File: config.mk
export PLATFORM = sky130hd
export DESIGN_NAME = data_cache_sa_flat
export DESIGN_NICKNAME = d
export VERILOG_FILES = /design/src/rtl/data_cache_sa_if.sv /design/src/rtl/data_cache_sa.sv /design/src/flat_wrapper.sv
export SDC_FILE = /design/constraint.sdc
export NUM_CORES = 1
export LEC_CHECK = 0
export BUFFER_PORTS_ARGS = -buffer_cell sky130_fd_sc_hd__buf_4
export CAP_MARGIN = 20
export CORE_ASPECT_RATIO = 0.8
export CORE_MARGIN = 2
export CORE_UTILIZATION = 30
export DETAILED_ROUTE_END_ITERATION = 16
export SLEW_MARGIN = 20
export SYNTH_ARGS = -nofsm -noshare
export SYNTH_HDL_FRONTEND = slang
export SYNTH_SLANG_ARGS = --single-unit
File: constraint.sdc
create_clock -name clk -period 9.33 [get_ports clk]
set_clock_uncertainty 0.15 [all_clocks]
set_input_delay 1.3995 -clock clk [delete_from_list [all_inputs] [get_ports clk]]
set_output_delay 1.3995 -clock clk [all_outputs]
set_load 0.01 [all_outputs]
File: src/rtl/data_cache_sa_if.sv
// Processor-side request/response and memory-side fill/write-through signals of data_cache_sa.
// The cache is the slave; the processor and the memory system form the master side.
interface data_cache_sa_if #(
  parameter int ADDR_W = 32,
  parameter int DATA_W = 32
);
  // Handshakes: a request transfers on a rising edge where its valid and
  // ready are both high; valid and its payload stay stable until then.
  // cpu_done and mem_rvalid are single-cycle pulses with no back-pressure.
  logic              cpu_req_valid;
  logic              cpu_we;
  logic [ADDR_W-1:0] cpu_addr;
  logic [DATA_W-1:0] cpu_wdata;
  logic              cpu_ready;
  logic              cpu_done;
  logic [DATA_W-1:0] cpu_rdata;
  logic              mem_req_valid;
  logic              mem_req_ready;
  logic              mem_we;
  logic [ADDR_W-1:0] mem_addr;
  logic [DATA_W-1:0] mem_wdata;
  logic              mem_rvalid;
  logic [DATA_W-1:0] mem_rdata;

  modport slave (
    input  cpu_req_valid, cpu_we, cpu_addr, cpu_wdata,
    output cpu_ready, cpu_done, cpu_rdata,
    output mem_req_valid, mem_we, mem_addr, mem_wdata,
    input  mem_req_ready, mem_rvalid, mem_rdata
  );

  modport master (
    output cpu_req_valid, cpu_we, cpu_addr, cpu_wdata,
    input  cpu_ready, cpu_done, cpu_rdata,
    input  mem_req_valid, mem_we, mem_addr, mem_wdata,
    output mem_req_ready, mem_rvalid, mem_rdata
  );
endinterface

File: src/rtl/data_cache_sa.sv
// Set-associative, write-through, one-word-per-line data cache with round-robin
// replacement, single-cycle flush and saturating load hit/miss counters.
module data_cache_sa #(
  parameter int ADDR_W = 32,
  parameter int DATA_W = 32,
  parameter int SETS   = 8,
  parameter int WAYS   = 2,
  parameter int CNT_W  = 16
) (
  input  logic             clk,
  input  logic             rst_n,
  input  logic             flush,
  data_cache_sa_if.slave   bus,
  output logic [CNT_W-1:0] hit_count,
  output logic [CNT_W-1:0] miss_count,
  output logic [2:0]       dbgState
);
  localparam int IDX_W = $clog2(SETS);
  localparam int WAY_W = (WAYS > 1) ? $clog2(WAYS) : 1;
  localparam int TAG_W = ADDR_W - 2 - IDX_W;

  typedef enum logic [2:0] {IDLE, COMPARE, FILL_REQ, FILL_WAIT, WR_REQ} state_t;

  state_t state, nextState;

  logic              reqWe;
  logic [ADDR_W-3:0] reqWord;
  logic [DATA_W-1:0] reqWdata;
  logic [DATA_W-1:0] rdataReg;
  logic [IDX_W-1:0]  idx;
  logic [TAG_W-1:0]  tag;

  logic [SETS-1:0]   validBits [WAYS];
  logic [TAG_W-1:0]  tagMem    [WAYS][SETS];
  logic [DATA_W-1:0] dataMem   [WAYS][SETS];
  logic [WAY_W-1:0]  victimPtr [SETS];

  logic              hit;
  logic [WAY_W-1:0]  hitWay;
  logic [DATA_W-1:0] hitData;
  logic              allValid;
  logic [WAY_W-1:0]  victim;
  logic              cpuDone;
  logic [DATA_W-1:0] cpuRdata;
  logic              memReqValid;
  logic              fillDone;
  logic              unusedAddrBits;

  assign idx = reqWord[IDX_W-1:0];
  assign tag = reqWord[ADDR_W-3 -: TAG_W];
  assign unusedAddrBits = ^bus.cpu_addr[1:0];
  assign fillDone = (state == FILL_WAIT) && bus.mem_rvalid;

  always_comb begin
    hit     = 1'b0;
    hitWay  = '0;
    hitData = '0;
    for (int w = 0; w < WAYS; w++) begin
      if (validBits[w][idx] && (tagMem[w][idx] == tag)) begin
        hit     = 1'b1;
        hitWay  = WAY_W'(w);
        hitData = dataMem[w][idx];
      end
    end
  end

  // Scanning downward leaves the lowest-index invalid way selected.
  always_comb begin
    allValid = 1'b1;
    victim   = victimPtr[idx];
    for (int w = WAYS - 1; w >= 0; w--) begin
      if (!validBits[w][idx]) begin
        allValid = 1'b0;
        victim   = WAY_W'(w);
      end
    end
  end

  always_comb begin
    nextState   = state;
    cpuDone     = 1'b0;
    cpuRdata    = rdataReg;
    memReqValid = 1'b0;
    case (state)
      IDLE: begin
        if (!flush && bus.cpu_req_valid) nextState = COMPARE;
      end
      COMPARE: begin
        if (reqWe) begin
          nextState = WR_REQ;
        end else if (hit) begin
          cpuDone   = 1'b1;
          cpuRdata  = hitData;
          nextState = IDLE;
        end else begin
          nextState = FILL_REQ;
        end
      end
      FILL_REQ: begin
        memReqValid = 1'b1;
        if (bus.mem_req_ready) nextState = FILL_WAIT;
      end
      FILL_WAIT: begin
        if (bus.mem_rvalid) begin
          cpuDone   = 1'b1;
          cpuRdata  = bus.mem_rdata;
          nextState = IDLE;
        end
      end
      WR_REQ: begin
        memReqValid = 1'b1;
        if (bus.mem_req_ready) begin
          cpuDone   = 1'b1;
          nextState = IDLE;
        end
      end
      default: nextState = IDLE;
    endcase
  end

  assign bus.cpu_ready     = (state == IDLE) && !flush;
  assign bus.cpu_done      = cpuDone;
  assign bus.cpu_rdata     = cpuRdata;
  assign bus.mem_req_valid = memReqValid;
  assign bus.mem_we        = (state == WR_REQ);
  assign bus.mem_addr      = {reqWord, 2'b00};
  assign bus.mem_wdata     = reqWdata;
  assign dbgState          = state;

  always_ff @(posedge clk or negedge rst_n) begin
    if (!rst_n) begin
      state      <= IDLE;
      reqWe      <= 1'b0;
      reqWord    <= '0;
      reqWdata   <= '0;
      rdataReg   <= '0;
      hit_count  <= '0;
      miss_count <= '0;
      for (int w = 0; w < WAYS; w++) validBits[w] <= '0;
      for (int s = 0; s < SETS; s++) victimPtr[s] <= '0;
    end else begin
      state    <= nextState;
      rdataReg <= cpuRdata;
      if (state == IDLE && !flush && bus.cpu_req_valid) begin
        reqWe    <= bus.cpu_we;
        reqWord  <= bus.cpu_addr[ADDR_W-1:2];
        reqWdata <= bus.cpu_wdata;
      end
      if (state == COMPARE && !reqWe) begin
        if (hit) begin
          if (hit_count != '1) hit_count <= hit_count + 1'b1;
        end else if (miss_count != '1) begin
          miss_count <= miss_count + 1'b1;
        end
      end
      if (state == IDLE && flush) begin
        for (int w = 0; w < WAYS; w++) validBits[w] <= '0;
        for (int s = 0; s < SETS; s++) victimPtr[s] <= '0;
      end else if (fillDone) begin
        validBits[victim][idx] <= 1'b1;
        // The pointer only moves when a live line was evicted.
        if (allValid && WAYS > 1) victimPtr[idx] <= victimPtr[idx] + 1'b1;
      end
    end
  end

  always_ff @(posedge clk) begin
    if (state == COMPARE && reqWe && hit) dataMem[hitWay][idx] <= reqWdata;
    if (fillDone) begin
      tagMem[victim][idx]  <= tag;
      dataMem[victim][idx] <= bus.mem_rdata;
    end
  end
endmodule
File: src/flat_wrapper.sv
// flat-port wrapper written by rule: the top's interface ports become plain ports
module data_cache_sa_flat 
#(
  parameter int ADDR_W = 32,
  parameter int DATA_W = 32,
  parameter int SETS   = 8,
  parameter int WAYS   = 2,
  parameter int CNT_W  = 16
)
  (clk, rst_n, flush, hit_count, miss_count, dbgState, bus_cpu_req_valid, bus_cpu_we, bus_cpu_addr, bus_cpu_wdata, bus_cpu_ready, bus_cpu_done, bus_cpu_rdata, bus_mem_req_valid, bus_mem_we, bus_mem_addr, bus_mem_wdata, bus_mem_req_ready, bus_mem_rvalid, bus_mem_rdata);
  data_cache_sa_if #(.ADDR_W(ADDR_W), .DATA_W(DATA_W)) bus_i ();
  input  logic clk;
  input  logic rst_n;
  input  logic flush;
  output logic [CNT_W-1:0] hit_count;
  output logic [CNT_W-1:0] miss_count;
  output logic [2:0] dbgState;
  input wire logic [$bits(bus_i.cpu_req_valid)-1:0] bus_cpu_req_valid;
  input wire logic [$bits(bus_i.cpu_we)-1:0] bus_cpu_we;
  input wire logic [$bits(bus_i.cpu_addr)-1:0] bus_cpu_addr;
  input wire logic [$bits(bus_i.cpu_wdata)-1:0] bus_cpu_wdata;
  output wire logic [$bits(bus_i.cpu_ready)-1:0] bus_cpu_ready;
  output wire logic [$bits(bus_i.cpu_done)-1:0] bus_cpu_done;
  output wire logic [$bits(bus_i.cpu_rdata)-1:0] bus_cpu_rdata;
  output wire logic [$bits(bus_i.mem_req_valid)-1:0] bus_mem_req_valid;
  output wire logic [$bits(bus_i.mem_we)-1:0] bus_mem_we;
  output wire logic [$bits(bus_i.mem_addr)-1:0] bus_mem_addr;
  output wire logic [$bits(bus_i.mem_wdata)-1:0] bus_mem_wdata;
  input wire logic [$bits(bus_i.mem_req_ready)-1:0] bus_mem_req_ready;
  input wire logic [$bits(bus_i.mem_rvalid)-1:0] bus_mem_rvalid;
  input wire logic [$bits(bus_i.mem_rdata)-1:0] bus_mem_rdata;
  assign bus_i.cpu_req_valid = bus_cpu_req_valid;
  assign bus_i.cpu_we = bus_cpu_we;
  assign bus_i.cpu_addr = bus_cpu_addr;
  assign bus_i.cpu_wdata = bus_cpu_wdata;
  assign bus_cpu_ready = bus_i.cpu_ready;
  assign bus_cpu_done = bus_i.cpu_done;
  assign bus_cpu_rdata = bus_i.cpu_rdata;
  assign bus_mem_req_valid = bus_i.mem_req_valid;
  assign bus_mem_we = bus_i.mem_we;
  assign bus_mem_addr = bus_i.mem_addr;
  assign bus_mem_wdata = bus_i.mem_wdata;
  assign bus_i.mem_req_ready = bus_mem_req_ready;
  assign bus_i.mem_rvalid = bus_mem_rvalid;
  assign bus_i.mem_rdata = bus_mem_rdata;
  data_cache_sa #(.ADDR_W(ADDR_W), .DATA_W(DATA_W), .SETS(SETS), .WAYS(WAYS), .CNT_W(CNT_W)) u_core (.clk(clk), .rst_n(rst_n), .flush(flush), .bus(bus_i), .hit_count(hit_count), .miss_count(miss_count), .dbgState(dbgState));
endmodule
==> metrics.md, run 1 <==
| Metric | Value |
|---|---|
| Status | `complete, no violations` |
| Finished Layout Cells | `4860` |
| H-Tree Depth | `3` |
| Final worst slack | `1.65 ns` |
| DIE AREA | `149000 µm²` |
| P_leak | `17.9 nW` |
| Most Crowded Layer GR | `met2` |
| Synth cell types | `61` |
| Pin count of the biggest net entering global routing | `98` |
| First-pass GRT wire length | `179000 µm` |
| Final wirelength | `124000 µm` |
| Dpl ws | `2.38 ns` |
| DRC | `0` |
| Worst setup EP type | `primary output` |
| Critical path launch point | `u_core.reqWord[0]` |
| Reg-to-reg startpoint | `u_core.reqWord[0]` |
| Cell Pwr Density | `317 nW/µm²` |
| Most common cell in the synthesized netlist | `edfxtp_1` |
| Clock root buffer | `clkbuf_16` |
| Yosys reg bits | `1098` |
| Arrival time worst endpoint | `6.13 ns` |
| GRT Total Usage | `16.3%` |
| Pins over their slew limit | `0` |
| Vias | `25219` |
| Fin crit share | `82.3%` |
| Hold Fails Final Rpt | `0` |
| Cells after Synth | `2576` |
| Yosys top cell area share | `64.8%` |
| Die extent in y | `346 µm` |
| Synth area leaders | `edfxtp_1 65%, dfrtp_1 8.8%, mux4_2 4.4%` |
| Detailed Place HPWL | `72000 µm` |
| Fin crit period | `7.68 ns` |
| DP Area | `48200 µm²` |
| Met3 GRT Util | `2.56%` |
| Top cells by count, synth | `944 x edfxtp_1, 166 x mux2_2, 154 x dfrtp_1` |
| Seq pwr share | `41.0%` |
| Critical path type | `reg2out` |
| Switching Fraction | `33.9%` |
| Finished Core Util | `35.9%` |
| TritonCTS buffer count | `110` |
| IO buf count | `233` |
| Design Power | `16.5 mW` |
| FILL cells | `13391` |
| Vias in the first global route | `24720` |
| Post-DR wirelength/cell | `25.6 µm` |
| Required @ worst endpoint | `7.78 ns` |
| Final setup fails | `0` |
| Combinational Power Share | `30.9%` |
| Post-CTS sizing | `0` |
| DR pass1 iterations | `5` |
| 1st-iter DRT viols | `2575` |
| Antenna Cells | `0` |
| Clock power frac | `28.1%` |
| VDD IR-drop max | `0.190 mV` |
| Worst skew pair latency | `0.71 ns` |
| Initial antenna violation count | `2` |
| Max-cap violation count | `0` |
| Reg2Reg Setup Slack | `2.94 ns` |
| Layout cells sized above 1 | `27.3%` |
| R2r endpoint | `u_core.dataMem[0][218]` |
| Clock Path Buffers | `3` |
| Core Rows | `125` |
| Synthesis-to-layout area growth | `19.0%` |
| Sink Count | `1098` |
| Io pins | `238` |
| GRT met2 Usage | `25.9%` |
| Inst Count DP | `4652` |
| Post-synth EDFFs | `944` |
| GP Congestion | `0.792` |
| Avg Vias per Cell | `5.19` |
| Setup crit start kind | `register` |
| CTS clk-pin slew, worst paths | `0.06 ns` |
| Met1 Use GR | `22.8%` |
| Fraction of registers with async set/reset | `14.0%` |
| Slew @ Worst Pin | `1.17 ns` |
| Net switching power | `5.60 mW` |
| Top_reg_cell synth | `edfxtp_1` |
| Post-CTS Hold Fix Bufs | `0` |
| Mapped Area | `43700 µm²` |
| Worst hold slack | `0.335 ns` |
| FF-to-FF path depth | `12` |
| Fin nets | `2965` |
| Type of the worst min-delay path | `reg2reg` |
| Area leader, netlist | `edfxtp_1` |
| Initial Util | `30.2%` |
| RSZ-0062 raised after global routing | `no` |
| Post-route cell area | `52000 µm²` |
| Synth warnings | `0` |
| CTS tree | `built` |
| # Post-CTS Setup Buffers | `0` |
| Setup TNS | `0 ns` |
| Register area share after synthesis | `73.6%` |
| Core area | `145000 µm²` |
| Fmax achieved | `130 MHz` |
| Rel. slew slack | `21.5%` |
| Worst-path fanout max | `47` |
| Die width | `431 µm` |
| Grt total ovfl | `0` |
| Critical path capture point | `bus_cpu_rdata[3]` |
| DRT antenna net count | `0` |
| Cell Int Power | `10.9 mW` |
| Syn avg cell area | `17.0 µm²` |
| Hold Path Stages | `1` |
## cells in the final DEF (no fill, tap or decap), types with 20 or more instances in the layout
cell,n
a21oi_1,67
a221o_1,23
a22oi_1,56
buf_4,317
clkbuf_16,111
clkinv_2,25
dfrtp_1,150
edfxtp_1,944
inv_1,41
mux2_2,166
mux2i_1,144
mux4_2,85
nand2_1,71
nand3_1,60
nor2_1,78
nor2_4,30
nor4_1,20
o21ai_0,100
o221ai_1,40
o22ai_1,109
xnor2_1,39
xor2_1,33
## power by group through the flow
stage	logic [mW]	clock network [mW]	registers, mW
6_report	5.10	4.64	6.78
2_1_floorplan	3.02	0	6.75
5_1_grt	5.42	4.91	6.84
4_1_cts	5.13	4.70	6.79
3_3_place_gp	5.07	0	6.88
3_5_place_dp	5.11	0	6.90
## worst min path at each step
stage | startpoint | to | slack (ns)
global route | u_core.validBits[8] | u_core.validBits[8] | 0.34
finish | u_core.validBits[8] | u_core.validBits[8] | 0.34
CTS | u_core.validBits[8] | u_core.validBits[8] | 0.34
global placement | u_core.validBits[8] | u_core.validBits[8] | 0.32
floorplan | u_core.victimPtr[1] | u_core.victimPtr[1] | 0.30
detailed placement | u_core.validBits[8] | u_core.validBits[8] | 0.32
## worst max-delay path: stages, from the launching register on
cell	delay, ns
dfrtp_4	1.02
nor2b_2	0.80
buf_4	0.37
a22oi_1	0.12
a21oi_1	0.19
o22a_1	0.31
nand4_1	0.24
nor4_4	1.00
buf_4	0.31
nor3_4	0.11
buf_4	0.26
nor3b_1	0.18
a211o_1	0.29
buf_4	0.15
## per-layer routing
| layer | share of wire, % | vias to the layer above |
|---|---|---|
| met5 | 0.0056 | - |
| li1 | - | 10817 |
| met1 | 43 | 13282 |
| met3 | 6.9 | 168 |
| met2 | 47 | 950 |
| met4 | 2.9 | 2 |
## cells by family after synthesis
group	after synthesis	share of synthesized area, %
flip-flops	1098	73.6
AO/OA/AOI/OAI	459	6.99
multiplexers	395	11.9
AND/OR/NAND/NOR	355	3.95
buffers and inverters	194	2.01
XOR/XNOR	72	1.44
adder cells (fa/ha/maj)	2	0.0572
other	1	0.00857
## state kept, by name, indices dropped and copies added (netlist names)
name,cells
u_core.reqWe,1
u_core.victimPtr,8
u_core.hit_count,16
u_core.miss_count,16
u_core.dbgState,3
u_core.rdataReg,32
u_core.tagMem,432
u_core.bus.mem_wdata,32
u_core.validBits,16
u_core.dataMem,512
u_core.reqWord,30
## final cells by class
type | count | area, µm² | share of cell area (%)
sequential | 1098 | 32200 | 61.9
multi-input combinational | 1285 | 11000 | 21.1
clock buffer | 134 | 2970 | 5.71
timing repair buffer | 323 | 2500 | 4.81
tap | 1905 | 2380 | 4.58
clock inverter | 73 | 845 | 1.62
inverter | 42 | 158 | 0.303
Note: power is estimated with default switching activity, not from simulation.
==> run 2: changes to the inputs <==
==> constraint.sdc (replaced) <==
create_clock -name clk -period 7.58 [get_ports clk]
set_clock_uncertainty 0.15 [all_clocks]
set_input_delay 1.137 -clock clk [delete_from_list [all_inputs] [get_ports clk]]
set_output_delay 1.137 -clock clk [all_outputs]
set_load 0.01 [all_outputs]
==> run 2 against run 1 <==
Cell count is 0.58% higher. Die area stayed put. Critical endpoint is now bus_cpu_rdata[8]. Cell area rose by 0.44%. Highest routed layer unchanged. Worst setup slack worse by 0.92 ns. Critical path type unchanged.
==> metrics.md, run 2 (synthesis gave the netlist of run 1 again) <==
| Metric | Value |
|---|---|
| Status | `complete, no violations` |
| Core Rows | `125 (unchanged)` |
| H-Tree Depth | `3 (unchanged)` |
| Die width | `431 µm (unchanged)` |
| Arrival time worst endpoint | `5.56 ns (-0.57 ns)` |
| RSZ-0062 raised after global routing | `no` |
| R2r endpoint | `u_core.dataMem[0][187]` |
| First-pass GRT wire length | `175000 µm (-2.2%)` |
| Synthesis-to-layout area growth | `19.5%` |
| Grt total ovfl | `0 (unchanged)` |
| Max FFs per register | `512 (unchanged)` |
| Critical path type | `reg2out` |
| Pins over their slew limit | `0 (unchanged)` |
| DRT antenna net count | `0 (unchanged)` |
| Detailed Place HPWL | `73700 µm (+2.3%)` |
| FF-to-FF path depth | `12 (unchanged)` |
| Top Registers | `u_core.dataMem x512, u_core.tagMem x432` |
| GRT Total Usage | `15.9% (-0.36 points)` |
| Reg2Reg Setup Slack | `1.70 ns (-1.24 ns)` |
| Vias | `25011 (-0.82%)` |
| Worst setup EP type | `primary output` |
| Fin crit share | `90.4%` |
| Type of the worst min-delay path | `in2async` |
| Core area | `145000 µm² (unchanged)` |
| Hold Fails Final Rpt | `0 (unchanged)` |
| Clock Path Buffers | `3 (unchanged)` |
| Post-CTS Hold Fix Bufs | `0 (unchanged)` |
| Clock root buffer | `clkbuf_16` |
| Most common cell after layout, fill and taps aside | `edfxtp_1` |
| Avg Vias per Cell | `5.12 (-1.4%)` |
| Most frequent cells in the layout | `944 x edfxtp_1, 338 x buf_4, 166 x mux2_2` |
| Worst-path fanout max | `39 (-17%)` |
| Pin count of the biggest net entering global routing | `68 (-31%)` |
| Finished Layout Cells | `4888 (+0.58%)` |
| Fin crit period | `6.85 ns` |
| Fmax achieved | `146 MHz` |
| Dpl ws | `1.38 ns (-1.01 ns)` |
| Sink Count | `1098 (unchanged)` |
| Vias in the first global route | `24696 (-0.097%)` |
| Final setup fails | `0 (unchanged)` |
| VDD IR-drop max | `0.293 mV (+54%)` |
| DRC | `0 (unchanged)` |
| DIE AREA | `149000 µm² (unchanged)` |
| Required @ worst endpoint | `6.29 ns (-1.49 ns)` |
| Fin nets | `2988 (+0.78%)` |
| P_leak | `18.0 nW (+0.68%)` |
| Worst hold slack | `0.235 ns (-0.101 ns)` |
| Max-cap violation count | `0 (unchanged)` |
| CTS clk-pin slew, worst paths | `0.06 ns (about the same)` |
| Slew @ Worst Pin | `1.20 ns (+0.0227 ns)` |
| Cell Pwr Density | `392 nW/µm² (+23%)` |
| Finished Core Util | `36.1% (+0.16 points)` |
| Rel. slew slack | `20.0% (-1.5 points)` |
| Post-CTS sizing | `0 (unchanged)` |
| Setup crit start kind | `register` |
| IO buf count | `233 (unchanged)` |
| Final wirelength | `122000 µm (-2.1%)` |
| DR pass1 iterations | `5 (unchanged)` |
| Worst skew pair latency | `0.70 ns (about the same)` |
| Final worst slack | `0.730 ns (-0.917 ns)` |
| Initial Util | `30.2% (unchanged)` |
| Die extent in y | `346 µm (unchanged)` |
| Largest reg by FF count | `u_core.dataMem` |
| Post-DR wirelength/cell | `24.9 µm (-2.6%)` |
| Io pins | `238 (unchanged)` |
| Reg-to-reg startpoint | `u_core.reqWord[0]` |
| Initial antenna violation count | `3 (+1)` |
| GP Congestion | `0.798 (+0.74%)` |
| Inst Count DP | `4673 (+0.45%)` |
| 1st-iter DRT viols | `2802 (+8.8%)` |
| TritonCTS buffer count | `113 (+2.7%)` |
| # Post-CTS Setup Buffers | `0 (unchanged)` |
| Layout cells sized above 1 | `27.5% (+0.19 points)` |
| Setup TNS | `0 ns (unchanged)` |
| CTS tree | `built` |
run 2: through the flow:
stage / power [mW] / cell area [µm²]
floorplan: 12.0 / 43800
global placement: 14.7 / 48300
detailed placement: 14.8 / 48300
CTS: 20.7 / 52300
global route: 21.3 / 52300
finish: 20.5 / 52300
run 2: critical path, cell delays in order, from the launching register on:
cell and delay (ns):
dfrtp_4 0.97, buf_4 0.37, mux4_2 0.54, mux2i_1 0.18, xnor2_1 0.09, nor4_1 0.40
nand4_1 0.38, or4_4 0.64, a21oi_1 0.26, nor2_4 0.06, buf_4 0.28, a221o_1 0.45
buf_4 0.17
run 2: where the power goes:
part           leakage [nW]  total (mW)  switching (mW)  internal [mW]
combinational          5.72        6.31            3.92           2.39
sequential             10.4        8.35           0.626           7.72
clock                  1.91        5.84            2.33           3.50
run 2: layout make-up:
cell class	instances	area, µm²
Tap cell	1905	2380
Fill cell	13438	92700
Multi-Input combinational cell	1285	11000
Sequential cell	1098	32200
Clock inverter	59	802
Clock buffer	155	3130
Inverter	42	158
Timing Repair Buffer	343	2630
Antenna cell	1	2.50
run 2: worst max-delay path by stage:
stage	start	end	slack [ns]	cells after the start
after floorplan	u_core.reqWord[2]	u_core.dataMem[0][100]	1.98	12
after global placement	u_core.reqWord[1]	bus_cpu_rdata[8]	1.39	12
after detailed placement	u_core.reqWord[1]	bus_cpu_rdata[4]	1.38	12
after CTS	u_core.reqWord[1]	bus_cpu_rdata[8]	0.59	12
after global routing	u_core.reqWord[1]	bus_cpu_rdata[8]	0.45	12
final	u_core.reqWord[1]	bus_cpu_rdata[8]	0.73	12
run 2: layer usage:
layer	track usage (%)	vias to the layer above	share of wire (%)	wire, µm
li1	-	10870	-	-
met1	21.9	13067	43	52200
met2	25.6	901	47	57800
met3	2.34	169	6.6	8100
met4	5.71	4	3.1	3810
met5	0	-	0.021	26
